[src/rtl/ps2_pkg.sv]
// Shared key indices, scancodes, receiver state encoding and event record for the PS/2 key controller.
package ps2_pkg;

  localparam int unsigned NUM_KEYS = 7;

  localparam logic [2:0] KEY_UP    = 3'd0;
  localparam logic [2:0] KEY_DOWN  = 3'd1;
  localparam logic [2:0] KEY_LEFT  = 3'd2;
  localparam logic [2:0] KEY_RIGHT = 3'd3;
  localparam logic [2:0] KEY_SPACE = 3'd4;
  localparam logic [2:0] KEY_ENTER = 3'd5;
  localparam logic [2:0] KEY_ESC   = 3'd6;

  localparam logic [7:0] SC_EXT   = 8'hE0;
  localparam logic [7:0] SC_BRK   = 8'hF0;
  localparam logic [7:0] SC_UP    = 8'h75;
  localparam logic [7:0] SC_DOWN  = 8'h72;
  localparam logic [7:0] SC_LEFT  = 8'h6B;
  localparam logic [7:0] SC_RIGHT = 8'h74;
  localparam logic [7:0] SC_SPACE = 8'h29;
  localparam logic [7:0] SC_ENTER = 8'h5A;
  localparam logic [7:0] SC_ESC   = 8'h76;

  typedef enum logic [1:0] {
    RX_IDLE,
    RX_DATA,
    RX_PAR,
    RX_STOP
  } rx_state_e;

  typedef struct packed {
    logic [2:0] key;
    logic       make;
  } key_evt_t;

  typedef struct packed {
    logic       hit;
    logic [2:0] key;
  } key_map_t;

  // Extended and plain code spaces overlap numerically, so ext selects the table.
  function automatic key_map_t map_code(input logic ext, input logic [7:0] code);
    key_map_t m;
    m.hit = 1'b1;
    m.key = KEY_UP;
    if (ext) begin
      case (code)
        SC_UP:    m.key = KEY_UP;
        SC_DOWN:  m.key = KEY_DOWN;
        SC_LEFT:  m.key = KEY_LEFT;
        SC_RIGHT: m.key = KEY_RIGHT;
        default:  m.hit = 1'b0;
      endcase
    end else begin
      case (code)
        SC_SPACE: m.key = KEY_SPACE;
        SC_ENTER: m.key = KEY_ENTER;
        SC_ESC:   m.key = KEY_ESC;
        default:  m.hit = 1'b0;
      endcase
    end
    return m;
  endfunction

endpackage

[src/rtl/ps2_rx_frame.sv]
// PS/2 bit-level receiver: synchronizes the device lines, assembles 11-bit frames
// and emits one-cycle byte strobes or frame-error pulses.
module ps2_rx_frame
  import ps2_pkg::*;
#(
  parameter int unsigned TIMEOUT_CYC  = 20000,
  parameter int unsigned CHECK_PARITY = 0
) (
  input  logic       clk,
  input  logic       rst,
  input  logic       i_ps2_clk,
  input  logic       i_ps2_dat,
  output logic       o_byte_valid,
  output logic [7:0] o_byte,
  output logic       o_frame_err
);

  localparam int unsigned CNT_W = $clog2(TIMEOUT_CYC + 1);

  logic [1:0]       r_clk_sync;
  logic [1:0]       r_dat_sync;
  logic             r_clk_prev;
  rx_state_e        r_state;
  logic [CNT_W-1:0] r_idle_cnt;
  logic [2:0]       r_bit_cnt;
  logic [7:0]       r_shift;
  logic             r_par;
  logic             r_byte_valid;
  logic [7:0]       r_byte;
  logic             r_frame_err;

  logic w_fall;
  logic w_dat;
  logic w_timeout;
  logic w_par_bad;

  assign w_fall    = r_clk_prev & ~r_clk_sync[1];
  assign w_dat     = r_dat_sync[1];
  assign w_timeout = (r_state != RX_IDLE) && !w_fall &&
                     (r_idle_cnt == CNT_W'(TIMEOUT_CYC - 1));
  assign w_par_bad = (CHECK_PARITY != 0) && !(^{r_shift, r_par});

  always_ff @(posedge clk) begin
    if (rst) begin
      r_clk_sync   <= '1;
      r_dat_sync   <= '1;
      r_clk_prev   <= 1'b1;
      r_state      <= RX_IDLE;
      r_idle_cnt   <= '0;
      r_bit_cnt    <= '0;
      r_shift      <= '0;
      r_par        <= 1'b0;
      r_byte_valid <= 1'b0;
      r_byte       <= '0;
      r_frame_err  <= 1'b0;
    end else begin
      r_clk_sync   <= {r_clk_sync[0], i_ps2_clk};
      r_dat_sync   <= {r_dat_sync[0], i_ps2_dat};
      r_clk_prev   <= r_clk_sync[1];
      r_byte_valid <= 1'b0;
      r_frame_err  <= 1'b0;

      if (w_fall || r_state == RX_IDLE) begin
        r_idle_cnt <= '0;
      end else begin
        r_idle_cnt <= r_idle_cnt + CNT_W'(1);
      end

      if (w_timeout) begin
        r_state     <= RX_IDLE;
        r_frame_err <= 1'b1;
      end else if (w_fall) begin
        case (r_state)
          RX_IDLE: begin
            if (!w_dat) begin
              r_state   <= RX_DATA;
              r_bit_cnt <= '0;
            end
          end
          RX_DATA: begin
            r_shift   <= {w_dat, r_shift[7:1]};
            r_bit_cnt <= r_bit_cnt + 3'd1;
            if (r_bit_cnt == 3'd7) begin
              r_state <= RX_PAR;
            end
          end
          RX_PAR: begin
            r_par   <= w_dat;
            r_state <= RX_STOP;
          end
          RX_STOP: begin
            r_state <= RX_IDLE;
            if (w_dat && !w_par_bad) begin
              r_byte_valid <= 1'b1;
              r_byte       <= r_shift;
            end else begin
              r_frame_err <= 1'b1;
            end
          end
          default: r_state <= RX_IDLE;
        endcase
      end
    end
  end

  assign o_byte_valid = r_byte_valid;
  assign o_byte       = r_byte;
  assign o_frame_err  = r_frame_err;

endmodule

[src/rtl/ps2_key_ctrl.sv]
// PS/2 keyboard controller: decodes E0/F0-prefixed scancodes for seven keys,
// tracks held state and queues make/release events in a 4-entry show-ahead FIFO.
module ps2_key_ctrl
  import ps2_pkg::*;
#(
  parameter int unsigned TIMEOUT_CYC  = 20000,
  parameter int unsigned CHECK_PARITY = 0
) (
  input  logic                clk,
  input  logic                rst,
  input  logic                ps2Clk,
  input  logic                ps2Dat,
  output logic                evtValid,
  input  logic                evtReady,
  output logic [2:0]          evtKey,
  output logic                evtMake,
  output logic [NUM_KEYS-1:0] held,
  output logic                frameErr,
  output logic                evtOvfl
);

  logic       w_byte_valid;
  logic [7:0] w_byte;
  logic       w_frame_err;

  ps2_rx_frame #(
    .TIMEOUT_CYC  (TIMEOUT_CYC),
    .CHECK_PARITY (CHECK_PARITY)
  ) u_rx (
    .clk          (clk),
    .rst          (rst),
    .i_ps2_clk    (ps2Clk),
    .i_ps2_dat    (ps2Dat),
    .o_byte_valid (w_byte_valid),
    .o_byte       (w_byte),
    .o_frame_err  (w_frame_err)
  );

  logic                r_ext;
  logic                r_brk;
  logic [NUM_KEYS-1:0] r_held;

  key_map_t            w_map;
  logic                w_is_prefix;
  logic                w_push;
  key_evt_t            w_evt;
  logic [NUM_KEYS-1:0] w_held_nxt;

  assign w_map       = map_code(r_ext, w_byte);
  assign w_is_prefix = (w_byte == SC_EXT) || (w_byte == SC_BRK);

  // Held state follows the key even when the FIFO drops the event.
  always_comb begin
    w_push     = 1'b0;
    w_evt      = '0;
    w_held_nxt = r_held;
    if (w_byte_valid && !w_is_prefix && w_map.hit) begin
      if (!r_brk && !r_held[w_map.key]) begin
        w_held_nxt[w_map.key] = 1'b1;
        w_push                = 1'b1;
        w_evt                 = '{key: w_map.key, make: 1'b1};
      end else if (r_brk && r_held[w_map.key]) begin
        w_held_nxt[w_map.key] = 1'b0;
        w_push                = 1'b1;
        w_evt                 = '{key: w_map.key, make: 1'b0};
      end
    end
  end

  always_ff @(posedge clk) begin
    if (rst) begin
      r_ext  <= 1'b0;
      r_brk  <= 1'b0;
      r_held <= '0;
    end else begin
      r_held <= w_held_nxt;
      if (w_frame_err) begin
        r_ext <= 1'b0;
        r_brk <= 1'b0;
      end else if (w_byte_valid) begin
        if (w_byte == SC_EXT) begin
          r_ext <= 1'b1;
        end else if (w_byte == SC_BRK) begin
          r_brk <= 1'b1;
        end else begin
          r_ext <= 1'b0;
          r_brk <= 1'b0;
        end
      end
    end
  end

  key_evt_t   r_mem [4];
  logic [1:0] r_wr_ptr;
  logic [1:0] r_rd_ptr;
  logic [2:0] r_count;
  logic       r_ovfl;

  logic     w_empty;
  logic     w_full;
  logic     w_pop;
  logic     w_wr;
  key_evt_t w_head;

  assign w_empty = (r_count == 3'd0);
  assign w_full  = (r_count == 3'd4);
  assign w_pop   = !w_empty && evtReady;
  assign w_wr    = w_push && (!w_full || w_pop);
  assign w_head  = r_mem[r_rd_ptr];

  always_ff @(posedge clk) begin
    if (rst) begin
      r_wr_ptr <= '0;
      r_rd_ptr <= '0;
      r_count  <= '0;
      r_ovfl   <= 1'b0;
    end else begin
      r_ovfl  <= w_push && w_full && !w_pop;
      r_count <= r_count + 3'(w_wr) - 3'(w_pop);
      if (w_wr) begin
        r_wr_ptr <= r_wr_ptr + 2'd1;
      end
      if (w_pop) begin
        r_rd_ptr <= r_rd_ptr + 2'd1;
      end
    end
  end

  always_ff @(posedge clk) begin
    if (w_wr) begin
      r_mem[r_wr_ptr] <= w_evt;
    end
  end

  assign evtValid = !w_empty;
  assign evtKey   = w_empty ? '0 : w_head.key;
  assign evtMake  = w_empty ? 1'b0 : w_head.make;
  assign held     = r_held;
  assign frameErr = w_frame_err;
  assign evtOvfl  = r_ovfl;

endmodule

[config.mk]
export PLATFORM = sky130hd
export DESIGN_NAME = ps2_key_ctrl
export DESIGN_NICKNAME = d
export VERILOG_FILES = /design/src/rtl/ps2_pkg.sv /design/src/rtl/ps2_rx_frame.sv /design/src/rtl/ps2_key_ctrl.sv
export SDC_FILE = /design/constraint.sdc
export NUM_CORES = 1
export LEC_CHECK = 0
export BUFFER_PORTS_ARGS = -buffer_cell sky130_fd_sc_hd__buf_2
export CAP_MARGIN = 20
export CORE_MARGIN = 2
export CORE_UTILIZATION = 40
export DETAILED_ROUTE_END_ITERATION = 10
export GPL_TIMING_DRIVEN = 0
export PLACE_DENSITY = 0.56
export SLEW_MARGIN = 0
export SYNTH_ARGS = -nofsm -noshare
export SYNTH_HDL_FRONTEND = slang
export SYNTH_SLANG_ARGS = --single-unit
[constraint.sdc]
create_clock -name clk -period 6.9 [get_ports clk]
set_input_delay 0 -clock clk [delete_from_list [all_inputs] [get_ports clk]]
set_output_delay 0 -clock clk [all_outputs]
set_load 0.01 [all_outputs]
==> impl_results.md, run 1 <==
* Outcome: completed
* Starting Density at between 40% and 50%
* Synthesized instance count at roughly 370
* Max Fclk at 254 MHz
* GRT Util Overall at between 10% and 20%
* ANT nets after route at 0
* Sequential share of the synthesized area at between 40% and 50%
* # IOs at 19
* Least-Margin Pin Slew at 0.563 ns
* Peak supply drop at 0.000135 V
* Final Cycle Share at 57.0%
* DP HPWL at approximately 5.0 mm
* Final Slew Violations at 0
* Number of DRC markers in iteration 0 at 76
* Clock transition at path regs at approximately 0.08 ns
* Fin crit period at roughly 3.9 ns
* Worst-Skew Late Latency at ~0.34 ns
* Initial antenna violation count at 0
* GRT overflow at 0
* Post-synth EDFFs at 16
* CTS H-Tree Depth at 3
* Largest net degree at the start of global routing at 14
* CP required at ~7.1 ns
* Area leader, netlist: dfxtp_1
* Top FF cell, synth: dfxtp_1
* Critical Path Start Type: flop
* Setup Buffers After CTS at 0
* Hold_ws at 0.0186 ns
* Final core occ at roughly 46%
* Critical path type: flop to flop
* Crit path DAT at 4.15 ns
* Post-synth ARST share at 0%
* Die span in x at between 90 and 100 um
* Final hold viol count at 0
* Die H at roughly 100 um
* Dpl ws at a little over 3 ns
* R2R Path Start: u_rx.o_byte[4]
* RSZ-0062 raised after global routing: false
* Worst-path maximum fanout at 9
* Root Buffer: clkbuf_8
* N_diodes at 0
* CP Launch Point: u_rx.o_byte[4]
* DR vias at 2,617
* Synthesized flop and latch total at between 70 and 80
* Slew margin rel. at a little over three fifths
* Max Cap Viol at 0
* YS warnings at 0
* CTS tree: yes
* DRT Pass-1 Iters at 4
* Total core area at between 8000 and 9000 um^2
* Final Non-Filler Cells at about 520
* Leakage at 0.00147 uW
* Clk buf depth at 2
* Leading post-synthesis cells by cell area: dfxtp_1, edfxtp_1, ha_1, nand2_1, nor2_1
* Vias in the first global route at roughly 2.5k
* Total Wirelength at approximately 6.9 mm
* Filler cell count at between 800 and 900
* Synth unique cells at 57
* DP Cell Count at around 500
* Share of cells above drive strength 1 at 13.4%
* RD Place Congestion at slightly below 0.8
* Critical hold path startpoint: evtReady
* Most frequent cells in the layout: dfxtp_1, nand2_1, nor2_1, a21oi_1, nand3_1
* DIE AREA at ~9800 um^2
* Final setup violation count at 0
* Hold crit path type: input pin to flop
* Post-route DRC at 0
* Setup crit end kind: flop
* Fin Clk Skew at 0.00939 ns
* Clk sink count at between 70 and 80
* Row cnt at 34
* Area fraction of the dominant cell type after synthesis at roughly a third
* Number of buffers added on ports at 17
* Cell area after synthesis at 3620 um^2
* Post-cts gate resize count at 0
* Syn Area/Cell at 9.68 um^2
* Num CTS Buffers at 9
* Area Growth Syn to Fin at 11.3%
* WL/cell at between 10 and 15 um
* Commonest non-fill, non-tap cell in the layout: dfxtp_1
* Syn nets at around 400
* First-pass GRT wire length at about 12 mm
* Vias/cell at between 5 and 6
* Cell Pwr Density at about 220 nW/um^2
* Sum Neg Setup Slack at 0 ns
* Nets at between 400 and 500
* Worst Slack Setup Final at roughly 3 ns
report_power, final:
| part | internal (uW) | switching [uW] |
|---|---|---|
| Combinational | 49.3 | 45.9 |
| Sequential | 479 | 16.0 |
| Clock | 141 | 159 |
| Total | 670 | 221 |
cells in the mapped netlist, drive strengths merged (2+ instances only):
cell,instances
dfxtp,62
nor2,41
nand2,40
a21oi,26
nand3,20
edfxtp,16
ha,15
inv,14
o21ai,11
and3,10
clkbuf,10
xnor2,10
nand2b,8
xor2,8
and2,7
mux2i,6
nand3b,6
nor3,6
buf,5
nand4,5
or2,5
mux4,4
nor2b,4
o31ai,3
or3,3
or4b,3
a211oi,2
a21boi,2
a32oi,2
and4bb,2
nand4b,2
nor3b,2
nor4,2
nor4b,2
o311ai,2
critical path, cell delays in order (launching register included):
cell	delay (ns)
dfxtp_1	0.31
buf_2	0.18
and4bb_2	0.27
and4_1	0.21
o21ai_0	0.41
o311ai_0	0.30
o22a_1	0.23
ha_1	0.31
nor2_2	0.24
nand2_1	0.13
nor2_1	0.11
inv_1	0.05
ha_1	0.26
inv_1	0.03
ha_1	0.18
fa_1	0.38
xnor2_1	0.17
nor2_1	0.05
cells by family after synthesis:
| group | synth area share, % |
|---|---|
| buffers and inverters | 3.39 |
| adder cells (fa/ha/maj) | 5.74 |
| AO/OA/AOI/OAI | 9.50 |
| XOR/XNOR | 4.56 |
| multiplexers | 4.15 |
| flip-flops | 47.5 |
| AND/OR/NAND/NOR | 25.1 |
cell type report:
class                           count  area [um^2]  share of cell area [%]
Tap cell                          108          135                    3.35
Multi-Input combinational cell    267         1780                    44.1
Clock buffer                       13          149                    3.69
Inverter                           14         52.6                    1.30
Sequential cell                    78         1720                    42.7
Buffer                             15         70.1                    1.74
Timing Repair Buffer               19          105                    2.61
Clock inverter                      3         21.3                   0.528
stage by stage:
| stage | total power, uW | area, um^2 |
|---|---|---|
| after floorplan | 577 | 3620 |
| after global placement | 601 | 3840 |
| after detailed placement | 602 | 3840 |
| after CTS | 903 | 4030 |
| after global routing | 935 | 4030 |
| final | 891 | 4030 |
final timing paths:
check | slack, ns | cells past startpoint | end
worst max-delay path | 2.97 | 17 | r_count[2]
worst min-delay path | 0.02 | 3 | evtOvfl
worst max register to register | 2.97 | 17 | r_count[2]
worst min register to register | 0.41 | 1 | u_rx.r_dat_sync[1]
timing repair:
action / in CTS / in global routing
hold buffers: 2 / 0
setup endpoints to repair: 0 / 0
endpoints found under the hold margin: 2 / 0
layer usage:
layer	vias to the layer above	share of wire, %	global-route usage, %
met1	1210	52	20.5
met4	0	1.7	6.43
met3	11	2.6	2.67
met5	-	0	0
met2	32	44	23.3
li1	1364	-	-
No activity file was read; power rests on OpenSTA's default activity.
==> inputs of run 2 (changes only) <==
==> constraint.sdc (replaced) <==
create_clock -name clk -period 4 [get_ports clk]
set_input_delay 0 -clock clk [delete_from_list [all_inputs] [get_ports clk]]
set_output_delay 0 -clock clk [all_outputs]
set_load 0.01 [all_outputs]
==> run 2 against run 1 <==
Effect of this change:
- combinational power is 72% higher
- non-clock buffer count is 1 higher
- via count grew 0.57%
- routed wire length up 0.99%
- sequential power is 73% higher
- core utilization up 0.086 points
- count of clock-buffer cells in the layout stayed put
- cell count up 0.19%
- design area rose by 0.19%
- maximum frequency rose by 5.4%
- register-to-register slack got worse by 2.7 ns
- hold slack got worse by 0.0030 ns
==> impl_results.md, run 2 (synthesis results as in run 1) <==
* Final core occ at 46.1% (was 46.0%)
* Clk sink count at 78 (unchanged)
* Fin crit period at 3.73 ns (was 3.93 ns)
* Least-Margin Pin Slew at 0.556 ns (was 0.563 ns)
* Hold crit path type: input pin to flop (unchanged)
* Worst-Skew Late Latency at 0.34 ns (about the same)
* CP required at 4.22 ns (was 7.12 ns)
* Area Growth Syn to Fin at 11.5% (was 11.3%)
* Multi-input gate area at 1780 um^2 (unchanged)
* N_diodes at 0 (unchanged)
* First-pass GRT wire length at 11.8 mm (unchanged)
* Final setup violation count at 0 (unchanged)
* Root Buffer: clkbuf_8 (unchanged)
* Filler cell count at 878 (was 880)
* Peak supply drop at 0.000233 V (was 0.000135 V)
* DP HPWL at 4.99 mm (unchanged)
* CP Launch Point: u_rx.o_byte[4] (unchanged)
* Critical hold path startpoint: evtReady (unchanged)
* Crit path DAT at 3.95 ns (was 4.15 ns)
* Row cnt at 34 (unchanged)
* Initial antenna violation count at 0 (unchanged)
* Nets at 426 (was 425)
* Worst Slack Setup Final at 0.268 ns (was 2.97 ns)
* Leakage at 0.00147 uW (about the same)
* Num CTS Buffers at 9 (unchanged)
* Critical Path Start Type: flop (unchanged)
* CTS tree: yes (unchanged)
* Worst-path maximum fanout at 9 (unchanged)
* Die span in x at 99.1 um (unchanged)
* Starting Density at 41.3% (unchanged)
* Total Wirelength at 6.96 mm (was 6.90 mm)
* # IOs at 19 (unchanged)
* Clock transition at path regs at 0.08 ns (about the same)
* Max Cap Viol at 0 (unchanged)
* WL/cell at 13.4 um (was 13.3 um)
* GRT Util Overall at 14.9% (unchanged)
* Critical path type: flop to flop (unchanged)
* DRT Pass-1 Iters at 4 (unchanged)
* Sum Neg Setup Slack at 0 ns (unchanged)
* Share of cells above drive strength 1 at 13.7% (was 13.4%)
* Die H at 99.1 um (unchanged)
* Fin Clk Skew at 0.00910 ns (was 0.00939 ns)
* Number of buffers added on ports at 17 (unchanged)
* Outcome: completed (unchanged)
* Final hold viol count at 0 (unchanged)
* Vias in the first global route at 2,536 (unchanged)
* Clk buf depth at 2 (unchanged)
* Setup crit end kind: flop (unchanged)
* GRT overflow at 0 (unchanged)
* DIE AREA at 9830 um^2 (unchanged)
* R2R Setup Slk at 0.27 ns (was 2.97 ns)
* Largest net degree at the start of global routing at 14 (unchanged)
* Final Cycle Share at 93.3% (was 57.0%)
* Dpl ws at 0.129 ns (was 3.03 ns)
* Commonest non-fill, non-tap cell in the layout: dfxtp_1 (unchanged)
* Post-route DRC at 0 (unchanged)
* DR vias at 2,632 (was 2,617)
* Reg area at 1720 um^2 (unchanged)
* RSZ-0062 raised after global routing: false (unchanged)
* CTS H-Tree Depth at 3 (unchanged)
* Total core area at 8760 um^2 (unchanged)
* Vias/cell at 5.08 (was 5.06)
* Max Fclk at 268 MHz (was 254 MHz)
* RD Place Congestion at 0.782 (unchanged)
* Cell Pwr Density at 381 nW/um^2 (was 221 nW/um^2)
* Final Slew Violations at 0 (unchanged)
* ANT nets after route at 0 (unchanged)
* Most frequent cells in the layout: dfxtp_1, nand2_1, nor2_1, a21oi_1, nand3_1 (unchanged)
* Slew margin rel. at 62.9% (was 62.5%)
* Number of DRC markers in iteration 0 at 73 (was 76)
* R2R Path Start: u_rx.o_byte[4] (unchanged)
==> run 2: changes by cell type in the layout (fill, tap and decap cells not counted), sizes merged <==
cell,previous run,this run
buf,22,23
==> run 2: layer usage <==
| metal | up-vias | GRT usage, % | share of wire (%) |
|---|---|---|---|
| li1 | 1364 | - | - |
| met1 | 1220 | 20.5 | 51 |
| met2 | 38 | 23.3 | 44 |
| met3 | 10 | 2.67 | 2.9 |
| met4 | 0 | 6.43 | 1.6 |
| met5 | - | 0 | 0 |
==> run 2: cell type report <==
class                           count  area share, %
Buffer                             15           1.73
Clock buffer                       13           3.69
Clock inverter                      3          0.527
Inverter                           14           1.30
Multi-Input combinational cell    267           44.0
Sequential cell                    78           42.6
Tap cell                          108           3.35
Timing Repair Buffer               20           2.79
==> run 2: critical path, stage by stage, from the launching register on <==
cell and delay (ns):
dfxtp_1 0.31, buf_2 0.18, and4bb_2 0.27, and4_1 0.21
o21ai_1 0.28, o311ai_0 0.25, o22a_1 0.22, ha_1 0.31
nor2_2 0.23, nand2_1 0.12, nor2_1 0.10, inv_1 0.05
ha_1 0.26, inv_1 0.03, ha_1 0.18, fa_1 0.38
xnor2_1 0.17, nor2_1 0.05
==> run 2: path summary, 6_finish.rpt <==
path,end,cells after the start
setup / recovery,r_count[2],17
hold / removal,evtOvfl,3
setup reg to reg,r_count[2],17
hold reg to reg,u_rx.r_dat_sync[1],1
==> run 2: timing repair <==
item                                    4_1_cts  5_1_grt
hold endpoints to repair                      2        0
buffers inserted                              0        1
gates resized for setup                       0        1
hold buffers                                  2        0
endpoints found under the setup margin        0        2
==> run 2: power by group <==
| group | switching [uW] | total [uW] | internal (uW) | leakage (uW) |
|---|---|---|---|---|
| Combinational | 79.1 | 164 | 85.0 | 0.000715 |
| Sequential | 27.6 | 855 | 827 | 0.000673 |
| Clock | 276 | 519 | 243 | 0.0000836 |
| Total | 382 | 1540 | 1160 | 0.00147 |
==> run 2: through the flow <==
step	instances	hold slack, ns	power, uW	cell area, um^2
after global placement	499	0.184	1040	3840
after global routing	518	0.0360	1610	4040
after detailed placement	499	0.187	1040	3840
final	518	0.0157	1540	4040
after CTS	517	0.0144	1560	4030
after floorplan	374	0.104	995	3620
==> inputs of run 3 (changes only) <==
--- a/config.mk
+++ b/config.mk
@@ -8,10 +8,10 @@
 export BUFFER_PORTS_ARGS = -buffer_cell sky130_fd_sc_hd__buf_2
 export CAP_MARGIN = 20
 export CORE_MARGIN = 2
-export CORE_UTILIZATION = 40
+export CORE_UTILIZATION = 60
 export DETAILED_ROUTE_END_ITERATION = 10
 export GPL_TIMING_DRIVEN = 0
-export PLACE_DENSITY = 0.56
+export PLACE_DENSITY = 0.78
 export SLEW_MARGIN = 0
 export SYNTH_ARGS = -nofsm -noshare
 export SYNTH_HDL_FRONTEND = slang
==> run 3 against run 2 <==
Effect of this change:
- maximum frequency up 0.85%
- register-to-register slack better by 0.03 ns
- critical endpoint unchanged
- hold slack better by 0.20 ns
==> impl_results.md, run 3 (synthesis results as in run 1) <==
* Nets at 428 (was 426)
* Final setup violation count at 0 (unchanged)
* Clk buf depth at 2 (unchanged)
* DIE AREA at 6670 um^2 (was 9830 um^2)
* Vias/cell at 5.64 (was 5.08)
* Total core area at 5890 um^2 (was 8760 um^2)
* Worst-path maximum fanout at 6 (was 9)
* Least-Margin Pin Slew at 0.487 ns (was 0.556 ns)
* Number of buffers added on ports at 17 (unchanged)
* Root Buffer: clkbuf_8 (unchanged)
* Number of DRC markers in iteration 0 at 153 (was 73)
* Final Cycle Share at 92.5% (was 93.3%)
* Slowest-stage cell, CP: nor4_4 (was fa_1)
* CP required at 4.22 ns (about the same)
* Total Wirelength at 6.87 mm (was 6.96 mm)
* Post-route DRC at 0 (unchanged)
* Clock transition at path regs at 0.08 ns (about the same)
* Peak supply drop at 0.000242 V (was 0.000233 V)
* Setup crit end kind: flop (unchanged)
* Slew margin rel. at 67.1% (was 62.9%)
* Cell Pwr Density at 390 nW/um^2 (was 381 nW/um^2)
* Row cnt at 28 (was 34)
* CTS tree: yes (unchanged)
* Fin Clk Skew at 0.00960 ns (was 0.00910 ns)
* First-pass GRT wire length at 11.2 mm (was 11.8 mm)
* # IOs at 19 (unchanged)
* ANT nets after route at 0 (unchanged)
* Area Growth Syn to Fin at 11.5% (about the same)
* Critical Path Start Type: flop (unchanged)
* Most frequent cells in the layout: dfxtp_1, nand2_1, nor2_1, a21oi_1, nand3_1 (unchanged)
* DP HPWL at 5.02 mm (was 4.99 mm)
* Worst-Skew Late Latency at 0.35 ns (was 0.34 ns)
* Fin crit period at 3.70 ns (was 3.73 ns)
* WL/cell at 14.1 um (was 13.4 um)
* Clk sink count at 78 (unchanged)
* RD Place Congestion at 0.862 (was 0.782)
* CP peak stage delay at 0.40 ns (was 0.38 ns)
* Largest net degree at the start of global routing at 13 (was 14)
* Die span in x at 81.7 um (was 99.1 um)
* Die H at 81.7 um (was 99.1 um)
* Final core occ at 68.6% (was 46.1%)
* CP cell instances: nand2b_1 > nor4_4 > mux2i_1 > nand2_1 > o311ai_0 > o22a_1 > ha_1 > nor2_2 > nand2_1 > nor2_1 > inv_1 > ha_1 > inv_1 > ha_1 > fa_1 > xnor2_1 > nor2_1 (was buf_2 > and4bb_2 > and4_1 > o21ai_1 > o311ai_0 > o22a_1 > ha_1 > nor2_2 > nand2_1 > nor2_1 > inv_1 > ha_1 > inv_1 > ha_1 > fa_1 > xnor2_1 > nor2_1)
* Hold crit path type: input pin to flop (unchanged)
* DR vias at 2,743 (was 2,632)
* CTS H-Tree Depth at 3 (unchanged)
* Commonest non-fill, non-tap cell in the layout: dfxtp_1 (unchanged)
* GRT Util Overall at 22.2% (was 14.9%)
* Crit path DAT at 3.92 ns (was 3.95 ns)
* Final hold viol count at 0 (unchanged)
* Sum Neg Setup Slack at 0 ns (unchanged)
* Max Fclk at 270 MHz (was 268 MHz)
* Cell family with most CP delay: simple AND/OR/NAND/NOR gates (was adder cells)
* R2R Setup Slk at 0.30 ns (was 0.27 ns)
* RSZ-0062 raised after global routing: false (unchanged)
* Initial antenna violation count at 0 (unchanged)
* Num CTS Buffers at 9 (unchanged)
* Filler cell count at 486 (was 878)
* Critical path type: flop to flop (unchanged)
* Reg area at 1720 um^2 (unchanged)
* WP buf/inv at 2 (was 3)
* Multi-input gate area at 1790 um^2 (was 1780 um^2)
* Vias in the first global route at 2,514 (was 2,536)
* DRT Pass-1 Iters at 6 (was 4)
* Starting Density at 61.5% (was 41.3%)
* Final Slew Violations at 0 (unchanged)
* CP most frequent cell: ha_1 (unchanged)
* Leakage at 0.00150 uW (was 0.00147 uW)
* Share of cells above drive strength 1 at 14.6% (was 13.7%)
* Outcome: completed (unchanged)
* N_diodes at 0 (unchanged)
* GRT overflow at 0 (unchanged)
* Max Cap Viol at 0 (unchanged)
## run 3: cell count changes in the layout (fill, tap and decap cells not counted)
cell and change:
inv_4 +1, o21ai_2 +1, clkinv_4 -1, buf_4 +1, clkbuf_1 -2, dlygate4sd3_1 +1, clkinvlp_4 -1, o21ai_1 -1
clkbuf_16 +1, a211oi_2 +1, clkinv_2 +1, a211oi_1 -1
## run 3: stage by stage
stage | power [uW] | hold slack, ns | cells | setup WS, ns | instance area, um^2
6_report | 1570 | 0.217 | 486 | 0.300 | 4040
5_1_grt | 1650 | 0.235 | 486 | 0.0158 | 4040
4_1_cts | 1590 | 0.220 | 484 | 0.0175 | 4010
3_5_place_dp | 1040 | 0.190 | 466 | 0.0874 | 3800
3_3_place_gp | 1030 | 0.187 | 466 | 0.183 | 3800
2_1_floorplan | 995 | 0.104 | 374 | 0.604 | 3620
## run 3: metal layers
| layer | GRT usage, % | wire length (um) | up-vias |
|---|---|---|---|
| met5 | 0 | 0 | - |
| met4 | 7.83 | 102 | 0 |
| met3 | 6.04 | 382 | 9 |
| met2 | 40.1 | 3460 | 64 |
| met1 | 25.1 | 2930 | 1293 |
| li1 | - | - | 1377 |
## run 3: cell type report
| type | instances | area share (%) |
|---|---|---|
| Multi-Input combinational cell | 267 | 44.2 |
| Inverter | 14 | 1.30 |
| Timing Repair Buffer | 22 | 3.22 |
| Buffer | 15 | 1.74 |
| Clock inverter | 3 | 0.403 |
| Tap cell | 75 | 2.32 |
| Sequential cell | 78 | 42.7 |
| Clock buffer | 12 | 4.12 |
## run 3: final timing paths
check	from	end	cells after the start
setup / recovery	u_rx.o_byte[0]	r_count[2]	17
hold / removal	rst	flop	3
setup reg to reg	u_rx.o_byte[0]	r_count[2]	17
hold reg to reg	u_rx.r_clk_sync[0]	u_rx.r_clk_sync[1]	1
## run 3: where the power goes
group          total [uW]  leakage (uW)  switching [uW]  internal, uW
registers             855      0.000673            28.0           827
clock network         550     0.0000977             274           275
logic                 170      0.000725            82.2          87.4
## run 3: repair_timing
item                                    CTS  global route
resized for setup                         0             3
endpoints found under the setup margin    0             2
hold buffers                              3             0
buffers inserted                          0             2
endpoints found under the hold margin     3             0
## run 3: tightest hold or removal path, cell delays in order
cell and delay (ns):
clkbuf_1 0.21, nand2b_1 0.21, mux2i_1 0.11
